`config.mk`:
```
export PLATFORM = sky130hd
export DESIGN_NAME = clock_set_ctrl
export DESIGN_NICKNAME = d
export VERILOG_FILES = /design/src/rtl/clock_set_ctrl.sv
export SDC_FILE = /design/constraint.sdc
export NUM_CORES = 1
export LEC_CHECK = 0
export ABC_AREA = 1
export CORE_MARGIN = 5
export CORE_UTILIZATION = 55
export DETAILED_ROUTE_END_ITERATION = 8
export PLACE_DENSITY = 0.86
export SLEW_MARGIN = 15
export SYNTH_ARGS = -nofsm -noshare
export SYNTH_HDL_FRONTEND = slang
export SYNTH_SLANG_ARGS = --single-unit
export TNS_END_PERCENT = 50
```
`constraint.sdc`:
```
create_clock -name i_clk -period 2.35 [get_ports i_clk]
set_input_delay 0.47 -clock i_clk [delete_from_list [all_inputs] [get_ports i_clk]]
set_output_delay 0.47 -clock i_clk [all_outputs]
set_load 0.01 [all_outputs]
```
`src/rtl/clock_set_ctrl.sv`:
```
// clock_set_ctrl: time-of-day keeper with a RUN / SET_HOUR / SET_MIN setting
// controller driven by two debounced buttons (MODE and ADJ).
//
// Each button arrives as a 2-bit press-state code from an upstream debounce
// stage running on i_clk: 00 idle, 11 pressed, 10 short release, 01 long
// release. The code is registered once, then compared with its previous value
// to form one short or long event per press. An event changes state or a field
// on the edge after the code was registered.
//
// Optional feature, enabled by defining CLKSET_AUTOREPEAT_EN:
//   While in a SET state with ADJ held at 11, the selected field steps +1 after
//   DIV_CONST cycles and then every DIV_CONST/4 cycles. The long release that
//   ends such a hold is swallowed when at least one repeat step was applied.
// When the macro is undefined, holding ADJ does nothing until it is released.

module clock_set_ctrl #(
  parameter int unsigned DIV_CONST = 50_000_000
) (
  input  logic       i_clk,
  input  logic       i_rst,
  input  logic [1:0] i_mode_state,
  input  logic [1:0] i_adj_state,
  output logic [4:0] o_hours,
  output logic [5:0] o_minutes,
  output logic [5:0] o_seconds,
  output logic [1:0] o_mode,
  output logic       o_blink
);

  // Debounce press-state codes.
  localparam logic [1:0] CODE_IDLE  = 2'b00;
  localparam logic [1:0] CODE_LONG  = 2'b01;
  localparam logic [1:0] CODE_SHORT = 2'b10;
  localparam logic [1:0] CODE_PRESS = 2'b11;

  // Prescaler limits. DIV_CONST is at least 8, so both fractions are nonzero.
  localparam logic [27:0] PRESC_MAX  = 28'(DIV_CONST - 1);
  localparam logic [27:0] BLINK_HALF = 28'(DIV_CONST / 2);

  // The encoding doubles as the o_mode output value.
  typedef enum logic [1:0] {
    ST_RUN      = 2'b00,
    ST_SET_HOUR = 2'b01,
    ST_SET_MIN  = 2'b10
  } state_e;

  // ---------------------------------------------------------------------
  // Field step helpers: +1 or -1 with wrap-around.
  // ---------------------------------------------------------------------
  function automatic logic [4:0] hour_step(input logic [4:0] h, input logic up);
    if (up) return (h == 5'd23) ? 5'd0 : h + 5'd1;
    return (h == 5'd0) ? 5'd23 : h - 5'd1;
  endfunction

  function automatic logic [5:0] sixty_step(input logic [5:0] v, input logic up);
    if (up) return (v == 6'd59) ? 6'd0 : v + 6'd1;
    return (v == 6'd0) ? 6'd59 : v - 6'd1;
  endfunction

  // ---------------------------------------------------------------------
  // Storage
  // ---------------------------------------------------------------------
  logic [1:0]  mode_cur_q, mode_prev_q;
  logic [1:0]  adj_cur_q,  adj_prev_q;
  state_e      state_q,    state_d;
  logic [27:0] presc_q,    presc_d;
  logic [4:0]  hours_q,    hours_d;
  logic [5:0]  min_q,      min_d;
  logic [5:0]  sec_q,      sec_d;
  logic        blink_q,    blink_d;

  // Decoded events and derived strobes.
  logic mode_short, mode_long, mode_evt;
  logic adj_short, adj_long;
  logic adj_inc, adj_dec;
  logic state_chg;
  logic sec_tick;

  // Register each button code and keep the previous registered code.
  always_ff @(posedge i_clk or posedge i_rst) begin
    if (i_rst) begin
      mode_cur_q  <= CODE_IDLE;
      mode_prev_q <= CODE_IDLE;
      adj_cur_q   <= CODE_IDLE;
      adj_prev_q  <= CODE_IDLE;
    end else begin
      // NOTE: sequential state uses <= so every register samples pre-edge values;
      // with = the prev register would capture the freshly written current code.
      mode_cur_q  <= i_mode_state;
      mode_prev_q <= mode_cur_q;
      adj_cur_q   <= i_adj_state;
      adj_prev_q  <= adj_cur_q;
    end
  end

  // An event fires only on entry into a release code, so a held code is one event.
  assign mode_short = (mode_cur_q == CODE_SHORT) && (mode_prev_q != CODE_SHORT);
  assign mode_long  = (mode_cur_q == CODE_LONG)  && (mode_prev_q != CODE_LONG);
  assign adj_short  = (adj_cur_q  == CODE_SHORT) && (adj_prev_q  != CODE_SHORT);
  assign adj_long   = (adj_cur_q  == CODE_LONG)  && (adj_prev_q  != CODE_LONG);
  assign mode_evt   = mode_short | mode_long;

  // Next-state logic for the setting state machine.
  always_comb begin
    // NOTE: every signal gets a default before any branch; a path that leaves
    // one unassigned would infer a latch.
    state_d = state_q;
    unique case (state_q)
      ST_RUN: begin
        if (mode_long) state_d = ST_SET_HOUR;
      end
      ST_SET_HOUR: begin
        if (mode_long)       state_d = ST_RUN;
        else if (mode_short) state_d = ST_SET_MIN;
      end
      ST_SET_MIN: begin
        if (mode_long)       state_d = ST_RUN;
        else if (mode_short) state_d = ST_SET_HOUR;
      end
      default: state_d = ST_RUN;
    endcase
  end

  assign state_chg = (state_d != state_q);

  // A second boundary only counts while running; a transition in the same
  // cycle takes precedence further down.
  assign sec_tick = (state_q == ST_RUN) && (presc_q == PRESC_MAX);

`ifdef CLKSET_AUTOREPEAT_EN
  // ---------------------------------------------------------------------
  // Auto-repeat while ADJ is held in a SET state.
  // ---------------------------------------------------------------------
  localparam logic [27:0] REPEAT_RELOAD = 28'(DIV_CONST - DIV_CONST / 4);

  logic [27:0] hold_q, hold_d;
  logic        rep_seen_q, rep_seen_d;
  logic        rep_step;

  // Count consecutive held cycles; the first step lands on cycle DIV_CONST and
  // the reload makes later steps DIV_CONST/4 cycles apart.
  always_comb begin
    hold_d     = '0;
    rep_step   = 1'b0;
    rep_seen_d = rep_seen_q;
    if ((adj_cur_q == CODE_PRESS) && (adj_prev_q != CODE_PRESS)) rep_seen_d = 1'b0;
    if (state_chg) rep_seen_d = 1'b0;
    if ((state_q != ST_RUN) && (adj_cur_q == CODE_PRESS) && !state_chg) begin
      if (hold_q == PRESC_MAX) begin
        rep_step = 1'b1;
        hold_d   = REPEAT_RELOAD;
      end else begin
        hold_d = hold_q + 28'd1;
      end
    end
    // A step lost to a simultaneous MODE event does not swallow the release.
    if (rep_step && !mode_evt) rep_seen_d = 1'b1;
  end

  // Hold counter and the "a repeat step happened" flag.
  always_ff @(posedge i_clk or posedge i_rst) begin
    if (i_rst) begin
      hold_q     <= '0;
      rep_seen_q <= 1'b0;
    end else begin
      hold_q     <= hold_d;
      rep_seen_q <= rep_seen_d;
    end
  end

  assign adj_inc = adj_short | rep_step;
  assign adj_dec = adj_long & ~rep_seen_q;
`else
  assign adj_inc = adj_short;
  assign adj_dec = adj_long;
`endif

  // Prescaler, timekeeping, field adjust and blink request.
  always_comb begin
    presc_d = presc_q + 28'd1;
    hours_d = hours_q;
    min_d   = min_q;
    sec_d   = sec_q;

    // Any state entry restarts the prescaler so the first second is full length.
    if (state_chg || (presc_q == PRESC_MAX)) presc_d = '0;

    if (state_chg) begin
      if (state_d == ST_RUN) sec_d = '0;
    end else if (state_q == ST_RUN) begin
      if (sec_tick) begin
        sec_d = sixty_step(sec_q, 1'b1);
        if (sec_q == 6'd59) begin
          min_d = sixty_step(min_q, 1'b1);
          if (min_q == 6'd59) hours_d = hour_step(hours_q, 1'b1);
        end
      end
    end else if (!mode_evt && (adj_inc || adj_dec)) begin
      // Only one of inc/dec can be active: they need different ADJ codes.
      if (state_q == ST_SET_HOUR) hours_d = hour_step(hours_q, adj_inc);
      else                        min_d   = sixty_step(min_q, adj_inc);
    end

    // Computed from next-state values so the registered blink lines up with
    // the registered prescaler.
    blink_d = (state_d != ST_RUN) && (presc_d >= BLINK_HALF);
  end

  // State, prescaler and time registers.
  always_ff @(posedge i_clk or posedge i_rst) begin
    if (i_rst) begin
      state_q <= ST_RUN;
      presc_q <= '0;
      hours_q <= '0;
      min_q   <= '0;
      sec_q   <= '0;
      blink_q <= 1'b0;
    end else begin
      state_q <= state_d;
      presc_q <= presc_d;
      hours_q <= hours_d;
      min_q   <= min_d;
      sec_q   <= sec_d;
      blink_q <= blink_d;
    end
  end

  assign o_hours   = hours_q;
  assign o_minutes = min_q;
  assign o_seconds = sec_q;
  assign o_mode    = state_q;
  assign o_blink   = blink_q;

endmodule

```
==> metrics.cfg, run 1 <==
[clocking]
clock_latency_ps = 320
cts_tree = built
cts-root-buf = clkbuf_8
post_cts_buffers = 0
clock-sinks = 56
numCtsBuffers = 5
cts-resized-gates = 0
hold_buffers = 0
htreeDepth = 2
clockBufferDepth = 2
cts.clk_slew.worst_paths_ps = 100

[place]
dp.cells = 652
portBuffers = 25
gp_congestion = 0.9170
dpl.hpwl_um = 7049

[timing]
maxSlewViolCount = 0
setup_viol = 0
fin_tns_setup_ps = 0
worst_slew_pin_slew_ps = 356.5
fmax_ghz = 0.4742
finalHoldViolations = 0
rsz0062_at_grt = no
fin_crit_ps = 2109
fin_worst_skew_ps = 13.58
slew_headroom_pct = 76.15
finalCritPeriodShare_pct = 89.74

[outcome]
status = finished, final reports clean

[critical_path]
start_kind = register
slowest_stage = dfrtp_1
crit_buf_inv = 2
crit_family = simple AND/OR/NAND/NOR gates
critical_path.max_stage_delay_ps = 460
worst-setup-path-type = reg2reg
crit_fanout = 10
cp.arrival_ps = 2370
cp.required_ps = 2610
endpoint_kind = register
cp_cell_sequence = nand2_1 -> nor2_2 -> nand3_1 -> nor2_1 -> nor2_4 -> buf_4 -> nand2_1 -> nand2_1 -> nor2_1 -> nand3_1 -> nand2_1 -> inv_1 -> a21oi_1
path_common_cell = nand2_1

[floorplan]
start_util_pct = 55.51
rows = 30
io_pins = 26
coreArea_um2 = 6681
die_height_um = 92.12
dieArea_um2 = 8485
die_w_um = 92.12

[min_path]
hold_path.class = reg2reg

[detailed_routing]
drt-wirelength-per-cell_um = 13.49
route.detailed.drc = 0
first_iter_violations = 284
top_layer = met4
ant_nets = 0
dr.pass1.iters = 5
viasPerCell = 5.421
met1_length_um = 3803
wl_met3_um = 528
routed_wl_um = 8904
vias = 3578
wl_met2_um = 4359

[pwr]
cellLeakagePower_nw = 2.055
p_comb_share_pct = 41.4
p_per_area_nw_per_um2 = 755.7
intPower_w = 0.001902
power_frac_seq_pct = 41.7
switchingPower_w = 0.001262
peakVddDrop_mv = 0.6890
clkPwrFrac_pct = 16.9
switching_share_pct = 39.89

[grt]
grt_overflow = 0
grt_pass1_vias = 3497
grt_pass1_wl_um = 15420
global_route.usage.total_pct = 22.23
antenna_found_initial = 0
grt_max_degree = 57

[layout]
final_cell_mix = nand2_1, nor2_1, inv_1
layout-drive-gt1-share_pct = 9.310
syn2layout_area_growth_pct = 12.89
fin_cells = 660
mostFrequentLayoutCell = nand2_1
layout.nets = 592
antennaDiodeCount = 0
fin_util_pct = 62.66

[synth]
synthCells = 545
synth_cell_types = 38
yosys_warnings = 0
synth_area_um2 = 3709
syn_nets = 558
synth-seq-area-share_pct = 37.79
syn_area_per_cell_um2 = 6.805
ys_seq_elements = 56

[job]
drv_cap = 0

[metrics by stage]
step | cell area [um2] | setup WS [ps] | total power, W | hold slack (ps)
after floorplan | 3709 | 503.7 | 0.002163 | 353.7
after global placement | 4100 | 394.2 | 0.002579 | 361.3
after detailed placement | 4100 | 277.6 | 0.002639 | 358.4
after CTS | 4187 | 265.2 | 0.003170 | 379.3
after global routing | 4187 | 16.11 | 0.003396 | 416.3
final | 4187 | 241.1 | 0.003164 | 378.5
[worst paths after layout]
| kind | from | endpoint | slack, ps | cells past startpoint |
|---|---|---|---|---|
| worst max-delay path | presc_q[22] | o_blink | 240 | 13 |
| worst min-delay path | adj_cur_q[0] | adj_prev_q[0] | 380 | 0 |
| worst max register to register | presc_q[22] | o_blink | 240 | 13 |
| worst min register to register | adj_cur_q[0] | adj_prev_q[0] | 380 | 0 |
| max in group asynchronous | i_rst | presc_q[10] | 1590 | 3 |
| min in group asynchronous | i_rst | mode_cur_q[1] | 510 | 3 |
[synth_stat cells (all sizes together)]
library cell | n | area (um2)
and3 | 1 | 6.260
o31ai | 2 | 15.01
xor2 | 14 | 122.6
clkbuf | 4 | 15.01
nor4 | 1 | 6.260
a21oi | 14 | 70.07
nand2 | 140 | 543.0
ha | 7 | 87.58
inv | 82 | 307.8
nor3 | 19 | 100.1
a31oi | 2 | 12.51
nand3 | 42 | 225.2
dfrtp | 56 | 1401
a211oi | 1 | 7.510
clkinv | 1 | 3.750
a32oi | 2 | 17.52
o21ai | 25 | 132.6
nand3b | 1 | 7.510
xnor2 | 1 | 8.760
o22ai | 3 | 18.77
o21bai | 1 | 7.510
nor2 | 111 | 481.7
buf | 5 | 38.78
or2 | 1 | 6.260
o2111ai | 1 | 8.760
nand4 | 8 | 56.30
[worst reg2reg max path, cell delays in order, from the launching register on]
cell     delay, ps
dfrtp_1        460
nand2_1        100
nor2_2         170
nand3_1        210
nor2_1         240
nor2_4         100
buf_4          160
nand2_1        100
nand2_1         90
nor2_1         130
nand3_1         90
nand2_1         80
inv_1           40
a21oi_1        100
[sequential cells by signal, indices dropped and copies added, names as in the netlist]
signal       flops
presc_q         28
mode_cur_q       2
o_minutes        6
mode_prev_q      2
o_blink          1
o_seconds        6
o_mode           2
o_hours          5
adj_cur_q        2
adj_prev_q       2
[cells by family after synthesis]
| group | count (synthesis) | share of synthesized area (%) |
|---|---|---|
| buf+inv | 92 | 9.851 |
| flops | 56 | 37.79 |
| xor+xnor | 15 | 3.543 |
| simple gates | 324 | 38.63 |
| compound gates | 51 | 7.828 |
| fa+ha+maj | 7 | 2.362 |
[layer usage]
metal  vias up  track usage [%]
met5         -                0
met4         0            7.673
met2       126            37.90
met3        24            3.199
met1      1643            28.83
li1       1785                -
[area by class of cell]
type / instances / area [um2]
Fill cell: 600 / 2495
Multi-Input combinational cell: 397 / 1942
Sequential cell: 56 / 1401
Timing Repair Buffer: 36 / 345.3
Inverter: 83 / 311.5
Tap cell: 80 / 100.1
Clock buffer: 6 / 72.57
Clock inverter: 2 / 13.76
[power groups by stage]
stage | logic [W] | registers (W) | clock network, W
3_5_place_dp | 0.00131 | 0.00133 | 0
5_1_grt | 0.00147 | 0.00135 | 0.000579
2_1_floorplan | 0.000824 | 0.00134 | 0
6_report | 0.00131 | 0.00132 | 0.000535
3_3_place_gp | 0.00126 | 0.00132 | 0
4_1_cts | 0.00131 | 0.00132 | 0.000544
Note: power is estimated with default switching activity, not from simulation.
==> run 2, diff against run 1 <==
==> constraint.sdc (replaced) <==
create_clock -name i_clk -period 2.5 [get_ports i_clk]
set_input_delay 0.5 -clock i_clk [delete_from_list [all_inputs] [get_ports i_clk]]
set_output_delay 0.5 -clock i_clk [all_outputs]
set_load 0.01 [all_outputs]
==> run 2 against run 1 <==
- count of clock-buffer cells in the layout stayed put
- critical path type unchanged
- global-route usage decreased by 0.11 points
- via count decreased by 0.56%
- non-clock buffer count down 6
- highest routed layer unchanged
- sequential power decreased by 6%
- sequential share of layout area up 0.16 points
==> metrics.cfg, run 2 (synthesis results as in run 1) <==
[outcome]
status = finished, final reports clean

[floorplan]
die_height_um = 92.12  ; unchanged
coreArea_um2 = 6681  ; unchanged
dieArea_um2 = 8485  ; unchanged
io_pins = 26  ; unchanged
die_w_um = 92.12  ; unchanged
rows = 30  ; unchanged
start_util_pct = 55.51  ; unchanged

[pwr]
p_per_area_nw_per_um2 = 724.7  ; -4.1%
cellLeakagePower_nw = 2.026  ; -1.4%
fin_total_pwr_w = 0.003019  ; -4.6%
peakVddDrop_mv = 0.6344  ; -7.9%

[layout]
antennaDiodeCount = 0  ; unchanged
regArea_um2 = 1401  ; unchanged
fillerInstances = 600  ; unchanged
layout.nets = 586  ; -1.0%
layout-drive-gt1-share_pct = 8.711  ; -0.60 points
syn2layout_area_growth_pct = 12.35
mostFrequentLayoutCell = nand2_1
largest_reg_flops = 28  ; unchanged
regMostFlops = presc_q
multi_input_area_um2 = 1956  ; +0.71%
final_cell_mix = nand2_1, nor2_1, inv_1

[clocking]
clockBufferDepth = 2  ; unchanged
post_cts_buffers = 0  ; unchanged
numCtsBuffers = 5  ; unchanged
cts-root-buf = clkbuf_8
clock_latency_ps = 320  ; about the same
cts.clk_slew.worst_paths_ps = 110  ; about the same
clock-sinks = 56  ; unchanged
htreeDepth = 2  ; unchanged
cts_tree = built

[critical_path]
worst-setup-path-type = reg2reg
cp.arrival_ps = 2540  ; +170 ps
endpoint_kind = register
cp.required_ps = 2740  ; +130 ps
r2r_start = presc_q[1]
start_kind = register
reg2reg_to = o_blink
critPathLaunch = presc_q[1]
reg2regPathDepth = 13  ; unchanged
r2r_setup_slack_ps = 210  ; -30 ps
crit_fanout = 6  ; -4

[timing]
finalHoldViolations = 0  ; unchanged
finalCritPeriodShare_pct = 91.65  ; +1.9 points
fin_tns_setup_ps = 0  ; unchanged
maxSlewViolCount = 0  ; unchanged
fmax_ghz = 0.4364  ; -8.0%
slew_headroom_pct = 54.36  ; -22 points
fin_worst_skew_ps = 14.26  ; +0.6814 ps
fin_crit_ps = 2291  ; +182.4 ps
rsz0062_at_grt = no
worst_slew_pin_slew_ps = 678.3  ; +321.8 ps
setup_viol = 0  ; unchanged
postLayoutSetupSlackWorst_ps = 208.7  ; -32.39 ps

[place]
portBuffers = 25  ; unchanged
dpl.hpwl_um = 6857  ; -2.7%
gp_congestion = 0.9700  ; +5.8%
dp_slack_ps = 204.1  ; -73.48 ps

[detailed_routing]
drt-wirelength-per-cell_um = 13.90  ; +3.0%
ant_nets = 0  ; unchanged
first_iter_violations = 305  ; +7.4%
dr.pass1.iters = 6  ; +1
viasPerCell = 5.440  ; +0.35%
vias = 3558  ; -0.56%
route.detailed.drc = 0  ; unchanged
routed_wl_um = 9090  ; +2.1%

[grt]
grt_max_degree = 57  ; unchanged
grt_overflow = 0  ; unchanged
grt_pass1_vias = 3410  ; -2.5%
grt_pass1_wl_um = 15320  ; -0.63%
antenna_found_initial = 0  ; unchanged
global_route.usage.total_pct = 22.12  ; -0.11 points

[min_path]
hold_path.class = reg2reg
hold_path_depth = 0  ; unchanged
min_from = adj_cur_q[0]
min_delay_worst_endpoint = adj_prev_q[0]

[job]
drv_cap = 0  ; unchanged

[run 2: critical path: stages (launching register included)]
cell and delay (ps):
dfrtp_1 390, ha_1 200, inv_1 80, nor2_2 300
nand3_1 210, nor2_1 130, nor2_1 50, nor2_1 150
nand3_1 130, inv_1 80, nand2_1 40, nor2_1 180
nand3_1 120, a21oi_1 180
[run 2: routing by layer]
layer  track usage [%]  part of all wire [%]  vias to the layer above  routed length, um
met2             37.23                    48                      138               4377
met1             28.90                    43                     1626               3911
met5                 0                     0                        -                  0
met3             3.527                   6.6                       20                602
met4             7.550                   2.2                        0                199
li1                  -                     -                     1774                  -
[run 2: metrics by stage]
stage               util (%)  instances  hold slack (ps)  instance area (um2)
finish                 62.36        654            391.8                 4167
global route           62.36        654            422.0                 4167
CTS                    62.15        654            398.7                 4153
detailed placement     60.69        646            376.1                 4055
global placement       60.69        646            359.2                 4055
floorplan                  -        545            353.7                 3709
[run 2: power by group]
group	internal, W	switching [W]	total, W
Sequential	0.00105	0.000194	0.00124
Clock	0.000225	0.000306	0.000531
Combinational	0.000527	0.000716	0.00124
Total	0.00180	0.00122	0.00302
[run 2: timing repair]
item,in CTS,in global routing
resized for setup,0,2
setup endpoints to repair,0,3
hold buffers,0,0
[run 2: worst max-delay path by stage]
stage                     slack [ps]  cells past startpoint           end
after CTS                        160                     13       o_blink
after global routing               5                      9    o_hours[4]
final                            210                     13       o_blink
after global placement           380                     13       o_blink
after floorplan                  630                      1  adj_cur_q[0]
after detailed placement         200                     13       o_blink
[run 2: area by class of cell]
cell class,count,share of cell area (%)
timing repair buffer,30,7.207
tap,80,2.402
clock buffer,6,1.982
multi-input combinational,397,46.94
sequential,56,33.63
clock inverter,2,0.3604
inverter,83,7.477
==> run 3, diff against run 2 <==
--- a/config.mk
+++ b/config.mk
@@ -10,7 +10,7 @@
 export CORE_UTILIZATION = 55
 export DETAILED_ROUTE_END_ITERATION = 8
 export PLACE_DENSITY = 0.86
-export SLEW_MARGIN = 15
+export SLEW_MARGIN = 40
 export SYNTH_ARGS = -nofsm -noshare
 export SYNTH_HDL_FRONTEND = slang
 export SYNTH_SLANG_ARGS = --single-unit
==> run 3 against run 2 <==
- sequential power about the same
- power about the same
- non-clock buffer count unchanged
- clock skew decreased by 1.4 ps
- utilization unchanged
- hold slack about the same
- critical path type unchanged
- largest cell class unchanged
==> metrics.cfg, run 3 (synthesis results as in run 1) <==
[place]
dpl.hpwl_um = 6857  ; unchanged
portBuffers = 25  ; unchanged
dp_slack_ps = 204.1  ; unchanged
gp_congestion = 0.9700  ; unchanged
dp.cells = 646  ; unchanged

[pwr]
clkPwrFrac_pct = 17.6  ; about the same
cellLeakagePower_nw = 2.026  ; unchanged
switchingPower_w = 0.001215  ; -0.17%
intPower_w = 0.001803  ; about the same
p_per_area_nw_per_um2 = 724.2  ; about the same
peakVddDrop_mv = 0.6338  ; about the same
p_comb_share_pct = 41.3  ; about the same
switching_share_pct = 40.26  ; -0.044 points
power_frac_seq_pct = 41.2  ; about the same

[layout]
fin_cells = 654  ; unchanged
layout.nets = 586  ; unchanged
regArea_um2 = 1401  ; unchanged
syn2layout_area_growth_pct = 12.35  ; unchanged
multi_input_area_um2 = 1956  ; unchanged
largest_reg_flops = 28  ; unchanged
regMostFlops = presc_q
antennaDiodeCount = 0  ; unchanged
fillerInstances = 600  ; unchanged
layout-drive-gt1-share_pct = 8.711  ; unchanged
final_cell_mix = nand2_1, nor2_1, inv_1
mostFrequentLayoutCell = nand2_1

[timing]
fin_tns_setup_ps = 0  ; unchanged
fin_worst_skew_ps = 12.90  ; -1.368 ps
postLayoutSetupSlackWorst_ps = 213.8  ; +5.107 ps
worst_slew_pin_slew_ps = 685.2  ; +6.947 ps
fin_crit_ps = 2286  ; -5.107 ps
holdWs_ps = 391.8  ; +0.02500 ps
fmax_ghz = 0.4374  ; +0.22%
finalCritPeriodShare_pct = 91.45  ; -0.20 points
finalHoldViolations = 0  ; unchanged
rsz0062_at_grt = no
slew_headroom_pct = 53.90  ; -0.47 points
setup_viol = 0  ; unchanged
maxSlewViolCount = 0  ; unchanged

[floorplan]
start_util_pct = 55.51  ; unchanged
io_pins = 26  ; unchanged
coreArea_um2 = 6681  ; unchanged
die_height_um = 92.12  ; unchanged
die_w_um = 92.12  ; unchanged
dieArea_um2 = 8485  ; unchanged
rows = 30  ; unchanged

[critical_path]
crit_fanout = 6  ; unchanged
start_kind = register
cp.arrival_ps = 2530  ; about the same
endpoint_kind = register
cp.required_ps = 2740  ; about the same
worst-setup-path-type = reg2reg

[grt]
grt_pass1_wl_um = 15320  ; unchanged
grt_overflow = 0  ; unchanged
grt_pass1_vias = 3410  ; unchanged
global_route.usage.total_pct = 22.12  ; unchanged
grt_max_degree = 57  ; unchanged
antenna_found_initial = 0  ; unchanged

[detailed_routing]
ant_nets = 0  ; unchanged
first_iter_violations = 349  ; +14%
drt-wirelength-per-cell_um = 13.93  ; +0.24%
routed_wl_um = 9112  ; +0.24%
dr.pass1.iters = 5  ; -1
route.detailed.drc = 0  ; unchanged
vias = 3612  ; +1.5%
viasPerCell = 5.523  ; +1.5%

[clocking]
htreeDepth = 2  ; unchanged
numCtsBuffers = 5  ; unchanged
clock-sinks = 56  ; unchanged
clockBufferDepth = 2  ; unchanged
clock_latency_ps = 310  ; about the same
post_cts_buffers = 0  ; unchanged
hold_buffers = 0  ; unchanged
cts.clk_slew.worst_paths_ps = 110  ; about the same
cts_tree = built
cts-root-buf = clkbuf_8

[min_path]
hold_path.class = reg2reg

[outcome]
status = finished, final reports clean

[job]
drv_cap = 0  ; unchanged

-- run 3: cell counts in the layout (fill, tap and decap cells not counted) --
No cell type changed its count.
-- run 3: final cells by class --
cell class	instances	share of cell area, %
Timing Repair Buffer	30	7.207
Sequential cell	56	33.63
Clock inverter	2	0.3604
Inverter	83	7.477
Multi-Input combinational cell	397	46.94
Tap cell	80	2.402
Clock buffer	6	1.982
-- run 3: power by group through the flow --
stage,Clock [W],Combinational [W],Sequential [W]
floorplan,0,0.000774,0.00126
global placement,0,0.00117,0.00124
detailed placement,0,0.00122,0.00125
CTS,0.000542,0.00122,0.00124
global route,0.000583,0.00140,0.00127
finish,0.000530,0.00124,0.00124
-- run 3: stage by stage --
stage | power (W) | area, um2 | util (%)
after floorplan | 0.002033 | 3709 | -
after global placement | 0.002415 | 4055 | 60.69
after detailed placement | 0.002469 | 4055 | 60.69
after CTS | 0.003002 | 4153 | 62.15
after global routing | 0.003252 | 4167 | 62.36
final | 0.003018 | 4167 | 62.36
-- run 3: final timing paths --
check | startpoint | end | slack (ps) | cells after the start
max in group asynchronous | i_rst | o_minutes[4] | 1700 | 3
min | adj_cur_q[0] | adj_prev_q[0] | 390 | 0
min in group asynchronous | i_rst | presc_q[18] | 550 | 3
max | presc_q[1] | o_blink | 210 | 13
min reg2reg | adj_cur_q[0] | adj_prev_q[0] | 390 | 0
max reg2reg | presc_q[1] | o_blink | 210 | 13
-- run 3: critical path, cell delays in order (launching register included) --
cell and delay (ps):
dfrtp_1 390, ha_1 200, inv_1 80, nor2_2 300, nand3_1 210, nor2_1 130
nor2_1 50, nor2_1 150, nand3_1 130, inv_1 80, nand2_1 40, nor2_1 180
nand3_1 120, a21oi_1 180
-- run 3: routing by layer --
| metal | up-vias | GRT usage [%] | wire length [um] |
|---|---|---|---|
| li1 | 1776 | - | - |
| met1 | 1656 | 28.90 | 4002 |
| met2 | 153 | 37.23 | 4309 |
| met3 | 27 | 3.527 | 564 |
| met4 | 0 | 7.550 | 235 |
| met5 | - | 0 | 0 |
-- run 3: what timing repair did --
item                                    in CTS  in global routing
gates resized for setup                      0                  1
endpoints found under the hold margin        0                  0
endpoints found under the setup margin       0                  1
